<file path="src/rtl/bp_snd_pkg.sv">
// Shared sound-board definitions: command width and NMI sequencer states.
// Reused by the mailbox and by the sound board proper.
package bp_snd_pkg;

    localparam int CMD_W = 8;

    typedef enum logic [1:0] {
        IDLE,
        PULSE,
        WAIT_RD
    } nmi_state_t;

endpackage

</file>
<file path="src/rtl/bp_sound_cmd_mailbox_if.sv">
// Main-CPU / sound-CPU side signals of the command mailbox.
// master = the CPU pair driving strobes, slave = the mailbox.
interface bp_sound_cmd_mailbox_if
    import bp_snd_pkg::*;
#(
    parameter int DEPTH = 4
);

    localparam int LW = $clog2(DEPTH) + 1;

    logic [CMD_W-1:0] cmd_data;
    logic             cmd_wr;
    logic             snd_rd;
    logic             ovf_clr;
    logic [CMD_W-1:0] snd_data;
    logic             snd_nmi_n;
    logic             cmd_pending;
    logic [LW-1:0]    fifo_level;
    logic             overflow;

    modport master (
        output cmd_data, cmd_wr, snd_rd, ovf_clr,
        input  snd_data, snd_nmi_n, cmd_pending,
        input  fifo_level, overflow
    );

    modport slave (
        input  cmd_data, cmd_wr, snd_rd, ovf_clr,
        output snd_data, snd_nmi_n, cmd_pending,
        output fifo_level, overflow
    );

endinterface

</file>
<file path="src/rtl/bp_cmd_fifo.sv">
// Small synchronous command FIFO; full/empty come from the level counter
// so pointer equality never has to disambiguate the two.
module bp_cmd_fifo
    import bp_snd_pkg::*;
#(
    parameter int DEPTH = 4,
    parameter int LW    = $clog2(DEPTH) + 1
) (
    input  logic             clk,
    input  logic             rst_n,
    input  logic             push,
    input  logic             pop,
    input  logic [CMD_W-1:0] din,
    output logic [CMD_W-1:0] head,
    output logic [LW-1:0]    level,
    output logic             full,
    output logic             empty
);

    localparam int AW = $clog2(DEPTH);

    logic [CMD_W-1:0] mem [DEPTH];
    logic [AW-1:0]    wp;
    logic [AW-1:0]    rp;

    always_ff @(posedge clk) begin
        if (push) mem[wp] <= din;
    end

    always_ff @(posedge clk or negedge rst_n) begin
        if (!rst_n) begin
            wp    <= '0;
            rp    <= '0;
            level <= '0;
        end else begin
            if (push) wp <= wp + AW'(1);
            if (pop)  rp <= rp + AW'(1);
            unique case ({push, pop})
                2'b10:   level <= level + LW'(1);
                2'b01:   level <= level - LW'(1);
                default: level <= level;
            endcase
        end
    end

    assign head  = mem[rp];
    assign full  = (level == LW'(DEPTH));
    assign empty = (level == '0);

endmodule

</file>
<file path="src/rtl/bp_sound_cmd_mailbox.sv">
// Main-CPU to sound-CPU command mailbox: edge-detected writes into a FIFO,
// latch-style read data, sticky overflow and a timed NMI per command.
module bp_sound_cmd_mailbox
    import bp_snd_pkg::*;
#(
    parameter int DEPTH     = 4,
    parameter int NMI_WIDTH = 32
) (
    input  logic                   clk_49m,
    input  logic                   reset_n,
    bp_sound_cmd_mailbox_if.slave  bus
);

    localparam int LW = $clog2(DEPTH) + 1;
    localparam int CW = (NMI_WIDTH > 1) ? $clog2(NMI_WIDTH) : 1;

    logic             wr_q;
    logic             push_req;
    logic             push;
    logic             pop;
    logic             drop;
    logic             full;
    logic             empty;
    logic [LW-1:0]    level;
    logic [CMD_W-1:0] head;
    logic [CMD_W-1:0] last_q;
    logic             ovf_q;

    nmi_state_t       state;
    nmi_state_t       state_nxt;
    logic [CW-1:0]    nmi_cnt;
    logic [CW-1:0]    cnt_nxt;
    logic             rd_seen;
    logic             rd_nxt;
    logic             nmi_q;

    assign push_req = bus.cmd_wr & ~wr_q;
    assign pop      = bus.snd_rd & ~empty;
    // A pop frees the slot in the same cycle, so a full FIFO still accepts
    assign push     = push_req & (~full | pop);
    assign drop     = push_req & full & ~pop;

    bp_cmd_fifo #(
        .DEPTH (DEPTH),
        .LW    (LW)
    ) u_fifo (
        .clk   (clk_49m),
        .rst_n (reset_n),
        .push  (push),
        .pop   (pop),
        .din   (bus.cmd_data),
        .head  (head),
        .level (level),
        .full  (full),
        .empty (empty)
    );

    always_comb begin
        state_nxt = state;
        cnt_nxt   = nmi_cnt;
        rd_nxt    = rd_seen;
        unique case (state)
            IDLE: begin
                if (level != '0) begin
                    state_nxt = PULSE;
                    cnt_nxt   = CW'(NMI_WIDTH - 1);
                    rd_nxt    = 1'b0;
                end
            end
            PULSE: begin
                if (pop) rd_nxt = 1'b1;
                if (nmi_cnt == '0)
                    state_nxt = (rd_seen | pop) ? IDLE : WAIT_RD;
                else
                    cnt_nxt = nmi_cnt - CW'(1);
            end
            WAIT_RD: begin
                if (pop) state_nxt = IDLE;
            end
            default: state_nxt = IDLE;
        endcase
    end

    always_ff @(posedge clk_49m or negedge reset_n) begin
        if (!reset_n) begin
            wr_q    <= 1'b0;
            last_q  <= '0;
            ovf_q   <= 1'b0;
            state   <= IDLE;
            nmi_cnt <= '0;
            rd_seen <= 1'b0;
            nmi_q   <= 1'b1;
        end else begin
            wr_q    <= bus.cmd_wr;
            if (pop) last_q <= head;
            if (drop)             ovf_q <= 1'b1;
            else if (bus.ovf_clr) ovf_q <= 1'b0;
            state   <= state_nxt;
            nmi_cnt <= cnt_nxt;
            rd_seen <= rd_nxt;
            nmi_q   <= (state_nxt != PULSE);
        end
    end

    assign bus.snd_data    = empty ? last_q : head;
    assign bus.snd_nmi_n   = nmi_q;
    assign bus.cmd_pending = ~empty;
    assign bus.fifo_level  = level;
    assign bus.overflow    = ovf_q;

endmodule

</file>
<file path="src/flat_wrapper.sv">
// flat-port wrapper written by rule: the top's interface ports become plain ports
module bp_sound_cmd_mailbox_flat import bp_snd_pkg::*;
#(
    parameter int DEPTH     = 4,
    parameter int NMI_WIDTH = 32
)
  (clk_49m, reset_n, bus_cmd_data, bus_cmd_wr, bus_snd_rd, bus_ovf_clr, bus_snd_data, bus_snd_nmi_n, bus_cmd_pending, bus_fifo_level, bus_overflow);
  bp_sound_cmd_mailbox_if #(.DEPTH(DEPTH)) bus_i ();
  input  logic clk_49m;
  input  logic reset_n;
  input wire logic [$bits(bus_i.cmd_data)-1:0] bus_cmd_data;
  input wire logic [$bits(bus_i.cmd_wr)-1:0] bus_cmd_wr;
  input wire logic [$bits(bus_i.snd_rd)-1:0] bus_snd_rd;
  input wire logic [$bits(bus_i.ovf_clr)-1:0] bus_ovf_clr;
  output wire logic [$bits(bus_i.snd_data)-1:0] bus_snd_data;
  output wire logic [$bits(bus_i.snd_nmi_n)-1:0] bus_snd_nmi_n;
  output wire logic [$bits(bus_i.cmd_pending)-1:0] bus_cmd_pending;
  output wire logic [$bits(bus_i.fifo_level)-1:0] bus_fifo_level;
  output wire logic [$bits(bus_i.overflow)-1:0] bus_overflow;
  assign bus_i.cmd_data = bus_cmd_data;
  assign bus_i.cmd_wr = bus_cmd_wr;
  assign bus_i.snd_rd = bus_snd_rd;
  assign bus_i.ovf_clr = bus_ovf_clr;
  assign bus_snd_data = bus_i.snd_data;
  assign bus_snd_nmi_n = bus_i.snd_nmi_n;
  assign bus_cmd_pending = bus_i.cmd_pending;
  assign bus_fifo_level = bus_i.fifo_level;
  assign bus_overflow = bus_i.overflow;
  bp_sound_cmd_mailbox #(.DEPTH(DEPTH), .NMI_WIDTH(NMI_WIDTH)) u_core (.clk_49m(clk_49m), .reset_n(reset_n), .bus(bus_i));
endmodule
</file>
<file path="config.mk">
export PLATFORM = sky130hd
export DESIGN_NAME = bp_sound_cmd_mailbox_flat
export DESIGN_NICKNAME = d
export VERILOG_FILES = /design/src/rtl/bp_snd_pkg.sv /design/src/rtl/bp_sound_cmd_mailbox_if.sv /design/src/rtl/bp_cmd_fifo.sv /design/src/rtl/bp_sound_cmd_mailbox.sv /design/src/flat_wrapper.sv
export SDC_FILE = /design/constraint.sdc
export NUM_CORES = 1
export LEC_CHECK = 0
export CAP_MARGIN = 20
export CORE_ASPECT_RATIO = 1.1
export CORE_MARGIN = 5
export CORE_UTILIZATION = 60
export CTS_CLUSTER_DIAMETER = 30
export DETAILED_ROUTE_END_ITERATION = 8
export GPL_TIMING_DRIVEN = 0
export HOLD_SLACK_MARGIN = 0.06
export PLACE_DENSITY_LB_ADDON = 0.12
export SKIP_LAST_GASP = 1
export SLEW_MARGIN = 5
export SYNTH_ARGS = -nofsm -noshare
export SYNTH_HDL_FRONTEND = slang
export SYNTH_SLANG_ARGS = --single-unit
</file>
<file path="constraint.sdc">
create_clock -name clk_49m -period 5.2 [get_ports clk_49m]
set_clock_uncertainty 0.15 [all_clocks]
set_input_delay 0.78 -clock clk_49m [delete_from_list [all_inputs] [get_ports clk_49m]]
set_output_delay 0.78 -clock clk_49m [all_outputs]
set_load 0.01 [all_outputs]
</file>
==> results of run 1 <==
==> synthesized netlist by cell type (all sizes together), types with 2 or more instances <==
master	instances
nand2	56
edfxtp	32
dfrtp	25
inv	11
mux4	8
ha	6
nor2	6
clkbuf	5
xnor2	5
a21oi	4
and2	4
nand2b	4
nor3	4
buf	3
and3	2
mux2i	2
nand3	2
nor2b	2
o21ai	2
o221ai	2
==> power by group <==
part	leakage [uW]	switching [uW]	internal, uW
Clock	0.0000939	168	215
Combinational	0.000552	344	327
Sequential	0.000594	70.2	607
==> cell usage in the layout, fill, tap and decap left out, types with 2 or more instances in the layout <==
master,n
sky130_fd_sc_hd__clkdlybuf4s50_1,25
sky130_fd_sc_hd__mux4_2,8
sky130_fd_sc_hd__clkinv_1,2
sky130_fd_sc_hd__nand3_1,2
sky130_fd_sc_hd__xnor2_1,5
sky130_fd_sc_hd__buf_2,3
sky130_fd_sc_hd__and3_1,2
sky130_fd_sc_hd__clkinv_2,3
sky130_fd_sc_hd__a21oi_1,4
sky130_fd_sc_hd__clkbuf_1,5
sky130_fd_sc_hd__o221ai_1,2
sky130_fd_sc_hd__mux2i_1,2
sky130_fd_sc_hd__inv_1,11
sky130_fd_sc_hd__nor3_1,4
sky130_fd_sc_hd__nor2_1,6
sky130_fd_sc_hd__clkbuf_8,9
sky130_fd_sc_hd__nand2b_1,4
sky130_fd_sc_hd__nand2_1,56
sky130_fd_sc_hd__ha_1,6
sky130_fd_sc_hd__dfrtp_1,25
sky130_fd_sc_hd__edfxtp_1,32
sky130_fd_sc_hd__and2_1,4
==> flip-flops by register name (all words and copies together), names as in the netlist <==
register / count
u_core.nmi_cnt: 5
u_core.u_fifo.rp: 2
u_core.bus.snd_nmi_n: 1
u_core.last_q: 8
u_core.u_fifo.level: 3
u_core.wr_q: 1
u_core.state: 2
u_core.bus.overflow: 1
u_core.u_fifo.wp: 2
u_core.rd_seen: 1
u_core.u_fifo.mem: 32
==> final timing paths <==
kind | from | end | slack, ns | cells past startpoint
min in group clk_49m | u_core.last_q[3] | u_core.last_q[3] | 0.33 | 2
hold / removal | reset_n | u_core.u_fifo.level[2] | 0.30 | 1
setup reg to reg | u_core.u_fifo.level[1] | u_core.u_fifo.level[2] | 2.48 | 9
max in group asynchronous | reset_n | u_core.u_fifo.rp[1] | 4.22 | 1
setup / recovery | u_core.u_fifo.level[1] | bus_snd_data[6] | 1.92 | 5
hold reg to reg | u_core.last_q[3] | u_core.last_q[3] | 0.33 | 2
==> metal layers <==
| metal | wire [um] | up-vias | global-route usage, % |
|---|---|---|---|
| met4 | 71 | 0 | 7.33 |
| met2 | 2420 | 42 | 31.1 |
| li1 | - | 758 | - |
| met1 | 1780 | 769 | 20.1 |
| met5 | 0 | - | 0 |
| met3 | 217 | 8 | 6.07 |
==> area by class of cell <==
| class | instances | area (um^2) | share of cell area [%] |
|---|---|---|---|
| Buffer | 8 | 40.0 | 1.33 |
| Clock buffer | 9 | 124 | 4.10 |
| Clock inverter | 7 | 60.1 | 1.99 |
| Inverter | 11 | 41.3 | 1.37 |
| Multi-Input combinational cell | 121 | 820 | 27.2 |
| Sequential cell | 58 | 1610 | 53.4 |
| Tap cell | 52 | 65.1 | 2.16 |
| Timing Repair Buffer | 26 | 255 | 8.46 |
==> worst max-delay path: stages, from the launching register on <==
cell and delay, ns:
sky130_fd_sc_hd__dfrtp_1 0.44, sky130_fd_sc_hd__nor3_1 0.43, sky130_fd_sc_hd__clkbuf_1 0.40, sky130_fd_sc_hd__nand2_1 0.11
sky130_fd_sc_hd__nand2_1 0.09, sky130_fd_sc_hd__clkdlybuf4s50_1 0.56
==> cells by family (layout without fill, tap and decap cells) <==
logic type	count (synthesis)	after routing
simple gates	82	82
compound gates	16	16
buf+inv	19	61
xor+xnor	6	6
fa+ha+maj	7	7
flops	58	58
mux	10	10
==> per-stage QoR <==
step | power [uW] | worst slack (ns) | util (%) | std cells | hold slack (ns)
after floorplan | 1090 | 2.73 | - | 198 | 0.296
after global placement | 1320 | 1.93 | 70.6 | 276 | 0.307
after detailed placement | 1360 | 1.89 | 70.6 | 276 | 0.312
after CTS | 1740 | 1.87 | 75.1 | 292 | 0.329
after global routing | 1860 | 1.78 | 75.0 | 292 | 0.330
final | 1730 | 1.92 | 75.0 | 292 | 0.297
==> flow_results.org, run 1 <==
** Logic synthesis
- XOR/XNOR Fraction of Synth Area :: 2.09%
- Net count after synthesis :: 218
- Simple-gate area share of the yosys netlist :: 14.4%
- Yosys printed 0 warnings.
- Synthesis handed over a netlist of 198 instances.
- In the synthesized netlist the async set-or-reset flop fraction comes to approximately 45%.
- In this run, synthesis inferred 32 flip-flops with an integrated enable.
- Measured against the total synthesized area, the mux share comes to 7.96%.
- The synthesized design contains a little under 60 register bits.
- Summing the areas of all fa, ha and maj instances in the mapped netlist gives 3.78% of the synthesized area.
- Cell area after synthesis :: 0.00251 mm^2
- The top cell type by area accounts for 38.2% of the synthesized area.
- After synthesis, the largest family of logic cells by area is simple AND/OR/NAND/NOR gates.
- The most used flip-flop cell after synthesis is sky130_fd_sc_hd__edfxtp_1.
- Ranked by total cell area, the synthesized netlist is headed by sky130_fd_sc_hd__edfxtp_1 (38%), sky130_fd_sc_hd__dfrtp_1 (25%), sky130_fd_sc_hd__nand2_1 (8.4%).
- In this run the mean area of a mapped cell was 12.7 um^2.
- Top cell type by total area after synthesis :: sky130_fd_sc_hd__edfxtp_1
- The synthesized netlist devotes between 4 and 5% of its cell area to compound gates.
- Sequential cells were found to cover 64.2% of the synthesized design area.
- Count of cell types in the netlist :: 36

** Routing
- DRC violation total after the first TritonRoute iteration :: 99
- After detailed routing, the number of remaining DRC violations is 0.
- Count of vias placed by the detailed router :: around 1600
- Vias per Instance :: 5.40
- Total wirelength of the detailed-routed design :: 4.49 mm
- The count of nets left with antenna violations once routing finished came out at 0.
- After detailed routing, the average wire length per cell comes to 15.4 um.
- Pre-antenna DRT Iters :: 4

** Floorplanning
- Vert. Die Dim :: 77.9 um
- The total area inside the core boundary comes to 0.00402 mm^2.
- Width of the die :: 71.7 um
- Total die area :: 0.00559 mm^2
- Once the floorplan was initialized, standard cells occupied 62.5% of the core.
- In this run the core area contains 24 standard-cell rows.
- 27 I/O pins were placed.

** Global routing
- Entering global routing, the biggest net connects 27 pins.
- After global routing the overflow that remains totals 0.
- The number of global-route vias before repair came to 1616.
- The first global-routing pass estimated around 7.5 mm of wire.
- Number of antenna violations at the first check in global routing :: 0
- Global routing consumed, over all layers together, roughly 18% of the routing resources.

** Worst setup path
- The worst setup path is captured at an output port.
- Kind of critical path :: flop to output port
- STA puts the critical path data arrival time at about 2.4 ns.
- Along the worst path, the maximum fanout reaches 10.
- Critical path required time :: 4.27 ns
- Element type at the critical path start :: flop

** Placement
- Global placer's final weighted congestion :: 0.799
- Once detailed placement completed, the half-perimeter wirelength came to 3.18 mm.
- Input and output buffers added on the ports amount to 26.
- Placed standard-cell area :: between 0.002 and 0.003 mm^2

** Clocking
- The tree built by TritonCTS fans out to 58 sinks.
- TritonCTS created 9 clock buffers.
- Once the clock tree was built, the resizer swapped 0 gates to a different size.
- The clock passes through at most 2 buffers.
- Clock root buffer master :: sky130_fd_sc_hd__clkbuf_8
- TritonCTS built the clock tree.
- Register clock-pin slew on the reported worst setup and hold paths :: 0.06 ns
- Clock latency of the later-clocked register in the worst-skew pair :: 0.32 ns
- In this run the number of H-tree levels came out at 3.
- The number of setup buffers added after CTS is 0.
- Post-CTS Hold Fix Bufs :: 0

** Timing
- Slew of the pin with the lowest slew margin :: 0.573 ns
- After layout, the worst path uses 63.1% of the clock period.
- Period minus WS final :: 3.28 ns
- Slew headroom :: between 60% and 70%
- Number of failing setup endpoints in the final timing report :: 0
- The number of failing hold endpoints at the final stage came to 0.
- Number of slew-limit violations in the final report :: 0
- Setup repair after global routing missed its margin :: no
- Achievable clock frequency :: 305 MHz
- After routing, the total negative slack on setup checks comes to 0 ns.

** Hold path
- Worst min-delay path class :: primary input to asynchronous set/reset pin

** Run status
- Status :: finished, final reports clean

** Finish
- Summing all non-filler instances in the final layout gives an area of 0.00302 mm^2.
- Number of antenna diodes :: 0
- In the final layout, the share of cells above drive strength 1 is 11.7%.
- Number of fillers in the final layout :: 263
- Net count, final :: between 200 and 300
- Layout overhead on the synthesized area :: 20.1%

** Pwr
- Cell leakage power :: 0.00124 uW
- Dividing total power by cell area gives a power density of about 570 mW/mm^2.
- Peak supply drop :: 0.000331 V

** Flow run
- Maximum Capacitance Violations :: 0
Power figures use the tool's default switching activity.
==> run 2, diff against run 1 <==
--- a/config.mk
+++ b/config.mk
@@ -8,7 +8,7 @@
 export CAP_MARGIN = 20
 export CORE_ASPECT_RATIO = 1.1
 export CORE_MARGIN = 5
-export CORE_UTILIZATION = 60
+export CORE_UTILIZATION = 50
 export CTS_CLUSTER_DIAMETER = 30
 export DETAILED_ROUTE_END_ITERATION = 8
 export GPL_TIMING_DRIVEN = 0
==> constraint.sdc (replaced) <==
create_clock -name clk_49m -period 2.8 [get_ports clk_49m]
set_clock_uncertainty 0.15 [all_clocks]
set_input_delay 0.42 -clock clk_49m [delete_from_list [all_inputs] [get_ports clk_49m]]
set_output_delay 0.42 -clock clk_49m [all_outputs]
set_load 0.01 [all_outputs]
==> flow_results.org, run 2 (same netlist as run 1, synthesis figures left out) <==
** Floorplanning
- The cell row count was 27 (+13%).
- The x dimension of the die was 77.6 um (+8.2%).
- Vert. Die Dim :: 84.4 um (+8.3%)
- Top-level I/O count :: 27 (unchanged)
- The starting utilization of the core area is 51.0% (-12 points).
- Total die area :: 0.00655 mm^2 (+17%)
- The core region area is 0.00493 mm^2 (+23%).

** Finish
- In the final layout, the registers with the most flip-flops are u_core.u_fifo.mem (32), u_core.last_q (8), u_core.nmi_cnt (5).
- The library cell used most frequently in the layout, excluding fill and tap cells, is sky130_fd_sc_hd__nand2_1.
- The fill cell instance count of the final layout came to 398 (+51%).
- The number of flip-flops in the largest register is 32 (unchanged).
- Relative to the synthesized area, the layout overhead comes to 20.4%.
- Register ranked first by flip-flop count :: u_core.u_fifo.mem
- The final standard cell count with taps included and fillers excluded is 296 (+1.4%).
- The antenna diode instance count was 0 (unchanged).
- Most frequent cells in the layout :: sky130_fd_sc_hd__nand2_1 (56), sky130_fd_sc_hd__edfxtp_1 (32), sky130_fd_sc_hd__clkdlybuf4s50_1 (26)
- The share of the core filled with cells in the final layout was 61.3% (-14 points).
- Share of cells above drive strength 1 :: 11.8% (+0.098 points)
- The number of nets in the finished design was 254 (-0.39%).

** Worst setup path
- The top fanout value on the critical path is 10 (unchanged).
- Among all stages on the critical path, the largest delay is contributed by sky130_fd_sc_hd__mux4_2.
- STA classifies the critical path endpoint as an output port.
- Startpoint of the worst-slack reg-to-reg timing path :: u_core.u_fifo.level[1]
- STA classifies the critical path startpoint as a flop.
- Worst Path Arrival :: 2.09 ns (-0.26 ns)
- Startpoint of the most critical setup path :: u_core.u_fifo.rp[0]
- Critical Path Max Stage Delay :: 0.55 ns (about the same)
- The worst setup path is of the flop to output port kind.
- Cells along the critical path :: clkbuf_4 > mux4_2 > nand2_1 > nand2_1 > clkdlybuf4s50_1
- The required arrival time at the worst endpoint came to 2.23 ns (-2.04 ns).
- The cell that appears most often on the critical path is sky130_fd_sc_hd__nand2_1.

** Clocking
- Register clock-pin slew on the reported worst setup and hold paths :: 0.07 ns (about the same)
- TritonCTS built the clock tree.
- The CTS buffer count was 9 (unchanged).
- Post-CTS Hold Fix Bufs :: 0 (unchanged)
- Clock latency of the later-clocked register in the worst-skew pair :: 0.33 ns (about the same)
- In this run the clock root is driven by a sky130_fd_sc_hd__clkbuf_8.
- Clock tree sinks :: 58 (unchanged)
- The depth of the CTS H-tree is 3 (unchanged).
- CTS max path bufs :: 2 (unchanged)

** Run status
- The flow ran to the end, and the final reports show no timing, DRC or antenna violations.

** Hold path
- Worst min-delay path class :: primary input to asynchronous set/reset pin

** Routing
- The first-pass detailed-route iteration total was 4 (unchanged).
- The per-cell via count in the routed design was 5.26 (-2.7%).
- The number of antenna-violating nets in the routed design is 0 (unchanged).
- Count of vias placed by the detailed router :: 1556 (-1.3%)
- # DRC :: 0 (unchanged)
- The post-detailed-route wirelength per cell is 15.3 um (-0.38%).
- DRC violation total after the first TritonRoute iteration :: 98 (-1.0%)
- The detailed-route wire length was 4.53 mm (+0.98%).

** Global routing
- Sum of overflow across all layers after global routing :: 0 (unchanged)
- The number of global-route vias before repair came to 1659 (+2.7%).
- The maximum number of pins on one net before global-route repair is 20 (-26%).
- Total GRT Usage :: 15.4% (-2.5 points)
- The number of antenna violations at the first check in global routing was 0 (unchanged).
- The first-pass GRT wire length is 7.73 mm (+3.3%).

** Timing
- The actual slew at the worst max-slew pin was 0.483 ns (-0.0893 ns).
- Period minus WS final :: 2.66 ns
- Achievable clock frequency :: 377 MHz
- The number of failing hold endpoints at the final stage is 0 (unchanged).
- Setup repair after global routing missed its margin :: no
- Final worst-path cycle share :: between 90% and 100%
- Slew headroom :: 67.7% (+5.9 points)
- The number of max-slew violations in the final report came to 0 (unchanged).
- The number of endpoints failing setup at the final stage is 0 (unchanged).

** Placement
- DP Cell Count :: 283 (+2.5%)
- The sum of net half-perimeters after detailed placement was 3.21 mm (+0.99%).
- The number of port buffers was 26 (unchanged).
- The final weighted congestion in routability-driven placement was 0.809 (+1.4%).

** Pwr
- Cell leakage power :: 0.00124 uW (+0.27%)
- The worst voltage drop across the vdd grid is 0.000500 V (+51%).
- The power per standard cell area is 1020 mW/mm^2 (+78%).

** Flow run
- Maximum Capacitance Violations :: 0 (unchanged)
## run 2: layout make-up
type | instances | area (um^2) | share of cell area (%)
plain buffers | 6 | 37.5 | 1.24
clock inverters | 6 | 25.0 | 0.827
well taps | 58 | 72.6 | 2.40
repair buffers | 27 | 288 | 9.51
inverters | 11 | 41.3 | 1.36
multi-input cells | 121 | 825 | 27.3
clock buffers | 9 | 124 | 4.09
flip-flops and latches | 58 | 1610 | 53.3
## run 2: path summary, 6_finish.rpt
| kind | slack (ns) | end | depth (start not counted) |
|---|---|---|---|
| max in group asynchronous | 1.68 | u_core.bus.snd_nmi_n | 2 |
| worst min-delay path | 0.27 | u_core.bus.overflow | 1 |
| min in group clk_49m | 0.33 | u_core.last_q[6] | 2 |
| worst min register to register | 0.33 | u_core.last_q[6] | 2 |
| worst max register to register | 0.33 | u_core.u_fifo.level[2] | 9 |
| worst max-delay path | 0.14 | bus_snd_data[1] | 5 |
## run 2: per-stage QoR
step           worst slack [ns]  cell area, um^2  power, uW  TNS [ns]  hold WS [ns]
5_1_grt                 0.00933             3030       3330         0         0.283
4_1_cts                  0.0180             3020       3140         0         0.265
3_3_place_gp             -0.129             2850       2460    -0.129         0.307
3_5_place_dp             -0.161             2870       2530    -0.161         0.312
2_1_floorplan             0.422             2510       2030         0       -0.0256
6_report                  0.144             3030       3090         0         0.269
## run 2: repair_timing
| action | CTS | global route |
|---|---|---|
| gates resized for setup | 1 | 4 |
| setup buffers | 0 | 0 |
| setup endpoints to repair | 8 | 10 |
## run 2: where the power goes
| part | total [uW] | switching, uW | internal (uW) | leakage (uW) |
|---|---|---|---|---|
| Sequential | 1290 | 163 | 1130 | 0.000594 |
| Combinational | 1210 | 597 | 613 | 0.000571 |
| Clock | 593 | 293 | 300 | 0.0000788 |
| Total | 3090 | 1050 | 2040 | 0.00124 |
## run 2: routing by layer
layer  global-route usage (%)  part of all wire (%)  vias up
met1                     18.5                    42      768
met3                     4.72                   4.0        6
met5                        0                     0        -
li1                         -                     -      752
met2                     25.3                    52       30
met4                     6.88                   1.7        0
## run 2: critical path, delay by kind of cell, from the launching register on
kind	cells	cell delay, ns
multiplexers	1	0.55
flip-flops	1	0.33
AND/OR/NAND/NOR	2	0.15
buffers and inverters	2	0.73
==> run 3, diff against run 2 <==
--- a/config.mk
+++ b/config.mk
@@ -19,3 +19,4 @@
 export SYNTH_ARGS = -nofsm -noshare
 export SYNTH_HDL_FRONTEND = slang
 export SYNTH_SLANG_ARGS = --single-unit
+export TNS_END_PERCENT = 10
==> flow_results.org, run 3 (same netlist as run 1, synthesis figures left out) <==
** Worst setup path
- The cell that appears most often on the critical path is sky130_fd_sc_hd__nand2_1.
- STA classifies the critical path endpoint as an output port.
- Walking the worst path, the cells encountered are clkbuf_4 > mux4_2 > nand2_1 > nand2_1 > clkdlybuf4s50_1.
- Number of buffers and inverters on the critical path :: 2 (unchanged)
- Worst Path Arrival :: 2.09 ns (about the same)
- The top fanout value on the critical path came to 10 (unchanged).
- The required arrival time at the worst endpoint is 2.23 ns (about the same).
- The largest incremental delay on the critical path came to 0.57 ns (+0.02 ns).
- On the critical path, the stage with the largest delay is an instance of sky130_fd_sc_hd__mux4_2.
- Element type at the critical path start :: flop
- Kind of critical path :: flop to output port
- Top cell family by delay on the critical path :: buffers and inverters

** Timing
- Setup repair after global routing could not meet its margin everywhere.
- Number of failing setup endpoints in the final timing report :: 0 (unchanged)
- Period minus WS final :: 2.66 ns (-0.0000350 ns)
- The remaining max-slew budget at the tightest pin was 67.3% (-0.32 points).
- Hold Violations, Final :: 0 (unchanged)
- The actual slew at the worst max-slew pin came to 0.490 ns (+0.00626 ns).
- Number of slew-limit violations in the final report :: 0 (unchanged)
- Setup slack of the critical path after layout :: 0.144 ns (+0.0000350 ns)
- Final worst-path cycle share :: 94.8% (about the same)
- Final worst hold slack :: 0.267 ns (-0.00165 ns)
- The highest achievable clock rate came to 377 MHz (about the same).

** Finish
- Layout overhead on the synthesized area :: 20.3% (about the same)
- The number of nets in the finished design is 254 (unchanged).
- The share of the core filled with cells in the final layout is 61.3% (about the same).
- Counting flops per register, the top entry is u_core.u_fifo.mem.
- Share of cells above drive strength 1 :: 11.3% (-0.42 points)
- Max FFs per register :: 32 (unchanged)
- Cell Count, Final, Fillers Out :: 296 (unchanged)
- Most frequent cells in the layout :: sky130_fd_sc_hd__nand2_1 (56), sky130_fd_sc_hd__edfxtp_1 (32), sky130_fd_sc_hd__clkdlybuf4s50_1 (26)
- Number of antenna diodes :: 0 (unchanged)
- Commonest non-fill, non-tap cell in the layout :: sky130_fd_sc_hd__nand2_1
- The largest registers in the layout are u_core.u_fifo.mem (32), u_core.last_q (8), u_core.nmi_cnt (5).

** Clocking
- The CTS buffer count is 9 (unchanged).
- Clock latency of the later-clocked register in the worst-skew pair :: 0.33 ns (about the same)
- H-tree level count :: 3 (unchanged)
- The number of buffers between clock root and the deepest sink is 2 (unchanged).
- Register clock-pin slew on the reported worst setup and hold paths :: 0.07 ns (about the same)
- TritonCTS clock tree :: yes
- Clock tree sinks :: 58 (unchanged)
- The tree is rooted in a sky130_fd_sc_hd__clkbuf_8.

** Floorplanning
- Starting density of the core :: 51.0% (unchanged)
- The die height is 84.4 um (unchanged).
- Core Area :: 0.00493 mm^2 (unchanged)
- Width of the die :: 77.6 um (unchanged)
- The cell row count is 27 (unchanged).
- The full die area came to 0.00655 mm^2 (unchanged).
- The number of primary I/O pins came to 27 (unchanged).

** Pwr
- The power share of the combinational group came to 39.0% (about the same).
- The overall power was 3100 uW (about the same).
- The power per standard cell area came to 1020 mW/mm^2 (+0.13%).
- Net switching power figure :: 1060 uW (+0.34%)
- The fraction of power consumed by the clock network is 19.3% (about the same).
- Register share of total power :: 41.7% (about the same)
- The worst voltage drop across the vdd grid is 0.000501 V (+0.33%).
- Pint :: 2040 uW (about the same)
- Cell leakage power :: 0.00124 uW (-0.24%)
- The fraction of power spent switching nets was 34.1% (+0.085 points).

** Routing
- # DRC :: 0 (unchanged)
- Number of nets with antenna violations after detailed routing :: 0 (unchanged)
- The DRC violation total after the first TritonRoute iteration was 96 (-2.0%).
- Vias per Instance :: 5.27 (+0.26%)
- Routed wire length per instance :: 15.4 um (+0.38%)
- In this run the top signal layer used is met4.
- Count of vias placed by the detailed router :: 1560 (+0.26%)
- Length of routed met3 wiring :: 180 um (-1.6%)
- The detailed-route wire length is 4.55 mm (+0.38%).
- The first-pass detailed-route iteration total was 4 (unchanged).
- Met1 layer wirelength in the final routing :: 1.92 mm (+1.6%)
- Met2 wire length :: 2.37 mm (-0.38%)

** Placement
- The final weighted congestion in routability-driven placement is 0.809 (unchanged).
- The sum of net half-perimeters after detailed placement was 3.21 mm (unchanged).
- DP Cell Count :: 283 (unchanged)
- The pre-CTS setup slack came to -0.161 ns (unchanged).
- The number of port buffers came to 26 (unchanged).

** Global routing
- Number of antenna violations at the first check in global routing :: 0 (unchanged)
- Number of global-route vias before repair :: 1659 (unchanged)
- The overall track demand over capacity in global routing was 15.4% (unchanged).
- Sum of overflow across all layers after global routing :: 0 (unchanged)
- Largest net degree at the start of global routing :: 20 (unchanged)
- Global-route wire length before repair :: 7.73 mm (unchanged)

** Run status
- The flow ran to the end, and the final reports show no timing, DRC or antenna violations.

** Hold path
- In this run the worst hold path is classified as primary input to asynchronous set/reset pin.

** Flow run
- The number of violations of the max-capacitance limit is 0 (unchanged).
-- run 3: cell counts in the layout (fill, tap and decap cells not counted) --
Identical to the previous run, type by type.
-- run 3: per-layer routing --
layer,global-route usage (%),vias to the layer above
li1,-,754
met1,18.5,772
met2,25.3,28
met3,4.72,6
met4,6.88,0
met5,0,-
-- run 3: area by class of cell --
class	instances	area [um^2]
inverter	11	41.3
multi-input combinational	121	825
buffer	6	36.3
clock buffer	9	124
timing repair buffer	27	288
sequential	58	1610
clock inverter	6	25.0
tap	58	72.6
fill	398	1910
-- run 3: worst register-to-register path, cell delays in order (launching register included) --
cell and delay [ns]:
sky130_fd_sc_hd__dfrtp_1 0.46, sky130_fd_sc_hd__nor3_2 0.10, sky130_fd_sc_hd__clkbuf_2 0.20, sky130_fd_sc_hd__nor2_1 0.17, sky130_fd_sc_hd__clkbuf_1 0.39, sky130_fd_sc_hd__nand2_1 0.13
sky130_fd_sc_hd__fa_1 0.40, sky130_fd_sc_hd__and3_1 0.18, sky130_fd_sc_hd__a32o_1 0.21, sky130_fd_sc_hd__xor2_1 0.14
-- run 3: stage by stage --
stage / instance area, um^2 / setup TNS (ns)
2_1_floorplan: 2510 / 0
3_3_place_gp: 2850 / -0.129
3_5_place_dp: 2870 / -0.161
4_1_cts: 3020 / 0
5_1_grt: 3020 / -0.0365
6_report: 3020 / 0
-- run 3: timing repair --
action	in CTS	in global routing
setup buffers	0	0
resized for setup	1	2
hold buffers	0	0
setup endpoints to repair	8	10
cloned	0	0
-- run 3: final timing paths --
| path | startpoint | endpoint | slack, ns | cells past startpoint |
|---|---|---|---|---|
| hold reg to reg | u_core.last_q[6] | u_core.last_q[6] | 0.33 | 2 |
| hold / removal | reset_n | u_core.bus.overflow | 0.27 | 1 |
| min in group clk_49m | u_core.last_q[6] | u_core.last_q[6] | 0.33 | 2 |
| setup / recovery | u_core.u_fifo.rp[0] | bus_snd_data[0] | 0.14 | 5 |
| setup reg to reg | u_core.u_fifo.level[1] | u_core.u_fifo.level[2] | 0.16 | 9 |
| max in group asynchronous | reset_n | u_core.bus.snd_nmi_n | 1.68 | 2 |
-- run 3: power groups by stage --
stage          sequential (uW)  combinational [uW]  clock [uW]
2_1_floorplan             1250                 774           0
3_3_place_gp              1260                1200           0
3_5_place_dp              1270                1260           0
4_1_cts                   1260                1260         615
5_1_grt                   1330                1350         653
6_report                  1290                1210         597
